[config.mk]
export PLATFORM = sky130hd
export DESIGN_NAME = thor2023_dcache_fill_ctrl_flat
export DESIGN_NICKNAME = d
export VERILOG_FILES = /design/src/rtl/thor2023_dcache_fill_ctrl_if.sv /design/src/rtl/thor2023_dcache_fill_ctrl.sv /design/src/flat_wrapper.sv
export SDC_FILE = /design/constraint.sdc
export NUM_CORES = 1
export LEC_CHECK = 0
export BUFFER_PORTS_ARGS = -buffer_cell sky130_fd_sc_hd__buf_4
export CORE_AREA = 4 4 292 294
export CTS_CLUSTER_SIZE = 12
export DETAILED_ROUTE_END_ITERATION = 8
export DIE_AREA = 0 0 296 298
export PLACE_DENSITY = 0.57
export SLEW_MARGIN = 20
export SYNTH_ARGS = -nofsm -noshare
export SYNTH_HDL_FRONTEND = slang
export SYNTH_SLANG_ARGS = --single-unit
[constraint.sdc]
create_clock -name clk -period 6.4 [get_ports clk]
set_clock_uncertainty 0.2 [all_clocks]
set_input_delay 0.96 -clock clk [delete_from_list [all_inputs] [get_ports clk]]
set_output_delay 0.96 -clock clk [all_outputs]
set_load 0.01 [all_outputs]
[src/rtl/thor2023_dcache_fill_ctrl_if.sv]
// Wishbone-style fill bus between the Thor2023 dcache fill sequencer and memory.
// The master drives cyc/stb/adr; the slave returns ack/err and beat data.
interface thor2023_dcache_fill_ctrl_if #(
    parameter int unsigned ADR_WID = 32,
    parameter int unsigned BUS_WID = 128
);
    logic               cyc_o;
    logic               stb_o;
    logic [ADR_WID-1:0] adr_o;
    logic               ack_i;
    logic               err_i;
    logic [BUS_WID-1:0] dat_i;

    modport master (
        output cyc_o, stb_o, adr_o,
        input  ack_i, err_i, dat_i
    );

    modport slave (
        input  cyc_o, stb_o, adr_o,
        output ack_i, err_i, dat_i
    );
endinterface

[src/rtl/thor2023_dcache_fill_ctrl.sv]
// Thor2023 dcache line-fill sequencer: hit lookup, then up to two 4-beat line fills per request.
// Define THOR2023_DCFILL_TIMEOUT_EN to abort a fill after TIMEOUT consecutive cycles without ack.
module thor2023_dcache_fill_ctrl #(
    parameter int unsigned ADR_WID  = 32,
    parameter int unsigned LINE_WID = 512,
    parameter int unsigned BUS_WID  = 128,
    parameter int unsigned TIMEOUT  = 255
) (
    input  logic                        clk,
    input  logic                        rst,
    input  logic                        req_v,
    output logic                        req_rdy,
    input  logic [ADR_WID-1:0]          req_adr,
    input  logic                        req_span,
    input  logic                        hite,
    input  logic                        hito,
    thor2023_dcache_fill_ctrl_if.master bus,
    output logic                        wr_dc,
    output logic [ADR_WID-1:0]          update_adr,
    output logic [LINE_WID-1:0]         line_o,
    output logic                        done_o,
    output logic                        err_o
);
    localparam int unsigned Beats = LINE_WID / BUS_WID;

    typedef enum logic [2:0] {
        StIdle,
        StLookup,
        StFill,
        StWrite,
        StDone
    } state_e;

    state_e                state_q, state_d;
    logic [ADR_WID-1:0]    line_q, line_d;
    logic [1:0]            beat_q, beat_d;
    logic                  span_q, span_d;
    logic                  pend_q, pend_d;
    logic [LINE_WID-1:0]   buf_q, buf_d;
    logic [ADR_WID-1:0]    upd_q, upd_d;
    logic                  rdy_q, cyc_q, wr_q, done_q, err_q;
    logic [ADR_WID-1:0]    adr_q;
    logic                  hit0, hit1;
    logic                  tmo_hit;
    logic                  fill_abort;

    // Bit 6 selects the bank; the following line always lives in the other bank.
    assign hit0 = line_q[6] ? hito : hite;
    assign hit1 = line_q[6] ? hite : hito;

`ifdef THOR2023_DCFILL_TIMEOUT_EN
    logic [7:0] tmo_q, tmo_d;

    always_comb begin
        tmo_d   = '0;
        tmo_hit = 1'b0;
        if (state_q == StFill && !bus.ack_i) begin
            tmo_d   = tmo_q + 8'd1;
            tmo_hit = (tmo_d == 8'(TIMEOUT));
        end
    end

    always_ff @(posedge clk) begin
        if (rst) begin
            tmo_q <= '0;
        end else begin
            tmo_q <= tmo_d;
        end
    end
`else
    logic unused_tmo;
    assign tmo_hit    = 1'b0;
    assign unused_tmo = ^32'(TIMEOUT);
`endif

    always_comb begin
        state_d    = state_q;
        line_d     = line_q;
        beat_d     = beat_q;
        span_d     = span_q;
        pend_d     = pend_q;
        buf_d      = buf_q;
        upd_d      = upd_q;
        fill_abort = 1'b0;
        unique case (state_q)
            StIdle: begin
                if (req_v) begin
                    line_d  = {req_adr[ADR_WID-1:6], 6'b000000};
                    span_d  = req_span;
                    state_d = StLookup;
                end
            end
            StLookup: begin
                beat_d = '0;
                if (!hit0) begin
                    pend_d  = span_q & ~hit1;
                    state_d = StFill;
                end else if (span_q && !hit1) begin
                    line_d  = line_q + ADR_WID'(64);
                    pend_d  = 1'b0;
                    state_d = StFill;
                end else begin
                    state_d = StDone;
                end
            end
            StFill: begin
                // Error wins over a simultaneous ack; the beat is not stored.
                if (bus.err_i || tmo_hit) begin
                    fill_abort = 1'b1;
                    state_d    = StIdle;
                end else if (bus.ack_i) begin
                    for (int unsigned i = 0; i < Beats; i++) begin
                        if (beat_q == 2'(i)) begin
                            buf_d[i*BUS_WID +: BUS_WID] = bus.dat_i;
                        end
                    end
                    beat_d = beat_q + 2'd1;
                    if (beat_q == 2'd3) begin
                        upd_d   = line_q;
                        state_d = StWrite;
                    end
                end
            end
            StWrite: begin
                if (pend_q) begin
                    line_d  = line_q + ADR_WID'(64);
                    pend_d  = 1'b0;
                    beat_d  = '0;
                    state_d = StFill;
                end else begin
                    state_d = StDone;
                end
            end
            StDone: begin
                state_d = StIdle;
            end
            default: begin
                state_d = StIdle;
            end
        endcase
    end

    // Outputs are registered from the next state so they line up with the state they describe.
    always_ff @(posedge clk) begin
        if (rst) begin
            state_q <= StIdle;
            line_q  <= '0;
            beat_q  <= '0;
            span_q  <= 1'b0;
            pend_q  <= 1'b0;
            buf_q   <= '0;
            upd_q   <= '0;
            rdy_q   <= 1'b1;
            cyc_q   <= 1'b0;
            adr_q   <= '0;
            wr_q    <= 1'b0;
            done_q  <= 1'b0;
            err_q   <= 1'b0;
        end else begin
            state_q <= state_d;
            line_q  <= line_d;
            beat_q  <= beat_d;
            span_q  <= span_d;
            pend_q  <= pend_d;
            buf_q   <= buf_d;
            upd_q   <= upd_d;
            rdy_q   <= (state_d == StIdle);
            cyc_q   <= (state_d == StFill);
            adr_q   <= (state_d == StFill) ? line_d + ADR_WID'({beat_d, 4'b0000}) : '0;
            wr_q    <= (state_d == StWrite);
            done_q  <= (state_d == StDone);
            err_q   <= fill_abort;
        end
    end

    assign req_rdy    = rdy_q;
    assign bus.cyc_o  = cyc_q;
    assign bus.stb_o  = cyc_q;
    assign bus.adr_o  = adr_q;
    assign wr_dc      = wr_q;
    assign update_adr = upd_q;
    assign line_o     = buf_q;
    assign done_o     = done_q;
    assign err_o      = err_q;

endmodule
[src/flat_wrapper.sv]
// flat-port wrapper written by rule: the top's interface ports become plain ports
module thor2023_dcache_fill_ctrl_flat 
#(
    parameter int unsigned ADR_WID  = 32,
    parameter int unsigned LINE_WID = 512,
    parameter int unsigned BUS_WID  = 128,
    parameter int unsigned TIMEOUT  = 255
)
  (clk, rst, req_v, req_rdy, req_adr, req_span, hite, hito, wr_dc, update_adr, line_o, done_o, err_o, bus_cyc_o, bus_stb_o, bus_adr_o, bus_ack_i, bus_err_i, bus_dat_i);
  thor2023_dcache_fill_ctrl_if #(.ADR_WID(ADR_WID), .BUS_WID(BUS_WID)) bus_i ();
  input  logic clk;
  input  logic rst;
  input  logic req_v;
  output logic req_rdy;
  input  logic [ADR_WID-1:0] req_adr;
  input  logic req_span;
  input  logic hite;
  input  logic hito;
  output logic wr_dc;
  output logic [ADR_WID-1:0] update_adr;
  output logic [LINE_WID-1:0] line_o;
  output logic done_o;
  output logic err_o;
  output wire logic [$bits(bus_i.cyc_o)-1:0] bus_cyc_o;
  output wire logic [$bits(bus_i.stb_o)-1:0] bus_stb_o;
  output wire logic [$bits(bus_i.adr_o)-1:0] bus_adr_o;
  input wire logic [$bits(bus_i.ack_i)-1:0] bus_ack_i;
  input wire logic [$bits(bus_i.err_i)-1:0] bus_err_i;
  input wire logic [$bits(bus_i.dat_i)-1:0] bus_dat_i;
  assign bus_cyc_o = bus_i.cyc_o;
  assign bus_stb_o = bus_i.stb_o;
  assign bus_adr_o = bus_i.adr_o;
  assign bus_i.ack_i = bus_ack_i;
  assign bus_i.err_i = bus_err_i;
  assign bus_i.dat_i = bus_dat_i;
  thor2023_dcache_fill_ctrl #(.ADR_WID(ADR_WID), .LINE_WID(LINE_WID), .BUS_WID(BUS_WID), .TIMEOUT(TIMEOUT)) u_core (.clk(clk), .rst(rst), .req_v(req_v), .req_rdy(req_rdy), .req_adr(req_adr), .req_span(req_span), .hite(hite), .hito(hito), .bus(bus_i), .wr_dc(wr_dc), .update_adr(update_adr), .line_o(line_o), .done_o(done_o), .err_o(err_o));
endmodule
* After elaboration in Yosys (flattened, before gate mapping)
Cells that the tools add are included.
** Operators by class
- Add/subtract/negate cells :: 3
- Multiply operators :: 0
- Div/mod/pow operators :: 0
- Magnitude comparators :: 0
- Eq/ne operators :: 10
- Shifts and indexed selects :: 0
- Mux-type cells :: 23
- Bitwise gates (word level) :: 5
- Reductions and logical operators :: 14
** Operator list (count)
- $mux W32 :: 4
- $pmux W32 S3 :: 1
- $add A32 B6 Y32 :: 1
- $add A32 B7 Y32 const B :: 1
- $mux W3 :: 7
- $reduce_and A4 Y1 :: 4
- $eq A3 B2 Y1 const B :: 4
- $pmux W3 S4 :: 1
- $logic_not A3 Y1 :: 2
- $mux W2 :: 3
- $pmux W2 S3 :: 1
- $mux W1 :: 5
- $eq A2 B2 Y1 const B :: 2
- $not A1 Y1 :: 4
- $reduce_and A2 Y1 :: 2
- $reduce_or A2 Y1 :: 2
- $eq A3 B1 Y1 const B :: 1
- $eq A3 B3 Y1 const B :: 1
- $ne A3 B3 Y1 const B :: 1
- $add A2 B1 Y2 const B :: 1
- $eq A2 B1 Y1 const B :: 1
- $logic_not A2 Y1 :: 1
- $pmux W1 S2 :: 1
- $reduce_bool A2 Y1 :: 1
- other kinds (3) :: 3
** Word-level totals
- Register bits :: 620
- Latch bits :: 0
- Bits in writable memories :: 0
- ROM bits :: 0
- Input bits :: 168
- Output and inout port bits :: 582
- Word-level logic and storage cells :: 71
- Memories :: 0

* Depth between registers and ports, before layout
- Depth in word-level cells :: 9
- Gate-level depth with buffers :: 15
- Mapped depth without buffers :: 13

* Worst setup path before layout
OpenSTA, ideal clock, no wires.
- Path kind :: input-to-reg
- Start :: input port bus_err_i
- End :: register u_core.adr_q[28] (netlist: u_core.bus.adr_o[28])
- Setup time :: 0.128 ns
- Arrival :: 3.311 ns
- Required time :: 6.072 ns
- Slack :: 2.761 ns
- Stages :: 13
- Path buffers :: 1
- Cell sequence :: nor4b_1 > and2_0 > clkbuf_1 > nor2_1 > a31oi_1 > ha_1 > fa_1 > o31ai_1 > nor2_1 > nand4_2 > nor4_2 > xnor2_1 > nor2_1
** Between the ends
- Elaborated cells between the ends (all ways) :: 8
- Classes of those cells :: add/sub: 1; eq/ne: 1; mux: 4; bitwise: 1; reduce/logical: 1
** RTL lines
- start: declaration :: line flat_wrapper.sv:28 : input wire logic [$bits(bus_i.err_i)-1:0] bus_err_i;
- $mux W2 :: line thor2023_dcache_fill_ctrl.sv:108 : if (bus.err_i || tmo_hit) begin
- $pmux W2 S3 :: line thor2023_dcache_fill_ctrl.sv:85 : unique case (state_q)
- via u_core.beat_d[0] :: line thor2023_dcache_fill_ctrl.sv:36 : logic [1:0] beat_q, beat_d;
- $add A32 B6 Y32 :: line thor2023_dcache_fill_ctrl.sv:169 : adr_q <= (state_d == StFill) ? line_d + ADR_WID'({beat_d, 4'b0000}) : '0;
- end signal: assignment :: line thor2023_dcache_fill_ctrl.sv:169
- end: declaration :: line thor2023_dcache_fill_ctrl.sv:42 : logic [ADR_WID-1:0] adr_q;
The timed path passes the listed nets, and every way through them passes these cells.
A chain may end at the register's enable or synchronous reset.

* Worst setup path after layout
- Start :: register u_core.state_q[1]
- End :: register u_core.adr_q[24] (netlist: u_core.bus.adr_o[24])
** Between the ends
- Elaborated cells between the ends (all ways) :: 15
- Classes of those cells :: add/sub: 1; eq/ne: 4; mux: 7; bitwise: 1; reduce/logical: 2
** RTL lines
- start: declaration :: line thor2023_dcache_fill_ctrl.sv:34 : state_e state_q, state_d;
- start signal: assignment :: line thor2023_dcache_fill_ctrl.sv:146 : state_q <= StIdle;
- start signal: assignment :: line thor2023_dcache_fill_ctrl.sv:160 : state_q <= state_d;
- $eq A3 B2 Y1 / $eq A3 B1 Y1 (equally long branches) :: line thor2023_dcache_fill_ctrl.sv:85
- $pmux W2 S3 * :: line thor2023_dcache_fill_ctrl.sv:85
- via u_core.beat_d[0] :: line thor2023_dcache_fill_ctrl.sv:36
- $add A32 B6 Y32 * :: line thor2023_dcache_fill_ctrl.sv:169
Mark *: on every way through the listed nets, which the timed path passes. The rest lies on a longest branch.

==> results.json <==
{
  "hp-class": "reg2reg",
  "cts-htree-levels": 3,
  "post_drt_wl_per_cell_um": 19.6,
  "endpoint_kind": "flip-flop",
  "synth_edf_count": 0,
  "core-area_um2": 82900,
  "fin_crit_sh": 0.703,
  "worst_slew_pin_slew_ps": 1070,
  "synthArstFlopShare": 0,
  "slew_headroom": 0.286,
  "r2r_slack_ps": 1900,
  "firstDrtPassIters": 7,
  "drc": 0,
  "numPortBuffers": 743,
  "powerDensity_nw_per_um2": 265,
  "track_usage": 0.194,
  "power_mw": 8.31,
  "antenna_found_initial": 5,
  "die_y_um": 298,
  "routed_wl_um": 90600,
  "clk_path_buf_depth": 3,
  "final_cell_mix": "nand2_1 (1133), buf_4 (757), dfxtp_1 (620)",
  "grt_pass1_vias": 20602,
  "setup_viol": 0,
  "yosysSeqAreaShare": 0.548,
  "yosys_warnings": 0,
  "rsz0062_at_grt": "false",
  "multi_input_area_um2": 9430,
  "final_common_cell": "nand2_1",
  "die_area_um2": 88200,
  "nets": 3666,
  "gp_congestion": 0.871,
  "netlist_instances": 2866,
  "fin_setup_tns_ps": 0,
  "synthToLayoutAreaGrowth_pct": 38.3,
  "leakagePower_nw": 12.2,
  "ios": 750,
  "drtIter0Drc": 1331,
  "vias": 21921,
  "yosys_register_bits": 620,
  "cp.required_ps": 6660,
  "avgSynthCellArea_um2": 7.90,
  "synthDistinctLibCells": 79,
  "synth_area_um2": 22700,
  "maxCapViolCount": 0,
  "hold_viol": 0,
  "cts_buffers": 71,
  "cp.arrival_ps": 4760,
  "critPathKind": "reg2reg",
  "syn_nets": 3042,
  "ctsHoldBuffers": 0,
  "nFillCells": 8630,
  "via_per_inst": 4.74,
  "cts_tree": "done",
  "ant_nets": 0,
  "clock_latency_ps": 600,
  "timing.hold.ws_ps": 252,
  "clkTransAtPathRegs_ps": 60,
  "fmaxAchievable_mhz": 222,
  "row_count": 106,
  "vdd_drop_max_mv": 0.168,
  "synth_ff_type": "dfxtp_1",
  "overflow": 0,
  "numClockSinks": 620,
  "initial_utilization": 0.273,
  "cts_root_buf": "clkbuf_16",
  "die_w_um": 296,
  "slew_viol_final": 0,
  "drive_gt1_frac": 0.254,
  "ctsResizeCount": 0,
  "critPathLaunchType": "flip-flop",
  "grt_start_max_net_pins": 189,
  "status": "finished, final reports clean",
  "seqCellArea_um2": 12400,
  "crit_fanout": 20,
  "post_cts_buffers": 0,
  "hpwl_um": 61600,
  "grt_pass1_wl_um": 133000,
  "finalWorstPathRequiredPeriod_ps": 4500
}
[cells by family after synthesis]
group,count (synthesis),synth area share
AND/OR/NAND/NOR,1332,0.241
AO/OA/AOI/OAI,658,0.158
flip-flops,620,0.548
buffers and inverters,224,0.0387
XOR/XNOR,18,0.00696
adder cells (fa/ha/maj),8,0.00475
multiplexers,6,0.00276
[cells in the mapped netlist (6+ instances only)]
cell type     n  area (um2)
a21o_1        8        60.1
a21oi_1     558        2790
a31oi_1       8        50.1
and2_1       18         113
and3_1        9        56.3
buf_2        16        80.1
clkbuf_1    188         706
dfxtp_1     620       12400
ha_1          7        87.6
inv_1        12        45.0
nand2_1    1137        4270
nand3_1      17        85.1
nand4_1       9        56.3
nor2_1       53         199
nor2b_1      15        93.8
nor3_1       25         125
o211ai_1      6        45.0
o21ai_0      17        85.1
xnor2_1       9        78.8
xor2_1        9        78.8
[worst paths after layout]
kind / endpoint / start / cells past startpoint
hold / removal: u_core.line_o[292] / u_core.line_o[292] / 2
setup / recovery: u_core.bus.adr_o[24] / u_core.state_q[1] / 14
hold reg to reg: u_core.line_o[292] / u_core.line_o[292] / 2
setup reg to reg: u_core.bus.adr_o[24] / u_core.state_q[1] / 14
[state kept, by name (all words and copies together), names as in the netlist, 2 cells and up]
register / flops
u_core.beat_q: 2
u_core.update_adr: 32
u_core.line_q: 32
u_core.line_o: 512
u_core.state_q: 3
u_core.bus.adr_o: 32
[through the flow]
step                      setup slack [ps]  cells  utilization  instance area, um2
after floorplan                       2760   2866            -               22700
after global placement                1900   4497        0.350               29000
after detailed placement              1920   4497        0.350               29000
after CTS                             1950   4623        0.378               31300
after global routing                  1570   4626        0.378               31300
final                                 1900   4626        0.378               31300
[final cells by class]
class	count	area share
clock inverter	18	0.00834
tap	1080	0.0431
multi-input combinational	2022	0.301
clock buffer	108	0.0650
timing repair buffer	763	0.185
inverter	12	0.00144
sequential	620	0.396
antenna	3	0.000240
[metal layers]
layer,vias up,track usage,part of all wire
met3,164,0.0556,0.086
met4,0,0.0808,0.038
met1,10327,0.236,0.40
li1,10655,-,-
met2,775,0.322,0.47
met5,-,0,0
[where the power goes]
| group | switching (mW) | internal, mW | leakage [nW] | total, mW |
|---|---|---|---|---|
| Clock | 1.70 | 2.31 | 1.12 | 4.01 |
| Combinational | 0.243 | 0.143 | 6.09 | 0.385 |
| Sequential | 0.0349 | 3.88 | 5.00 | 3.92 |
[worst max-delay path, cell delays in order (launching register included)]
cell,delay (ps)
dfxtp_1,770
inv_1,200
nor4b_1,350
buf_4,200
and2_0,560
nor2_1,70
a31oi_1,240
ha_1,250
fa_1,280
o31ai_1,160
nor2_1,270
nand4_2,270
nor2_1,290
and3_1,190
nor3_1,50
Power figures use the tool's default switching activity.
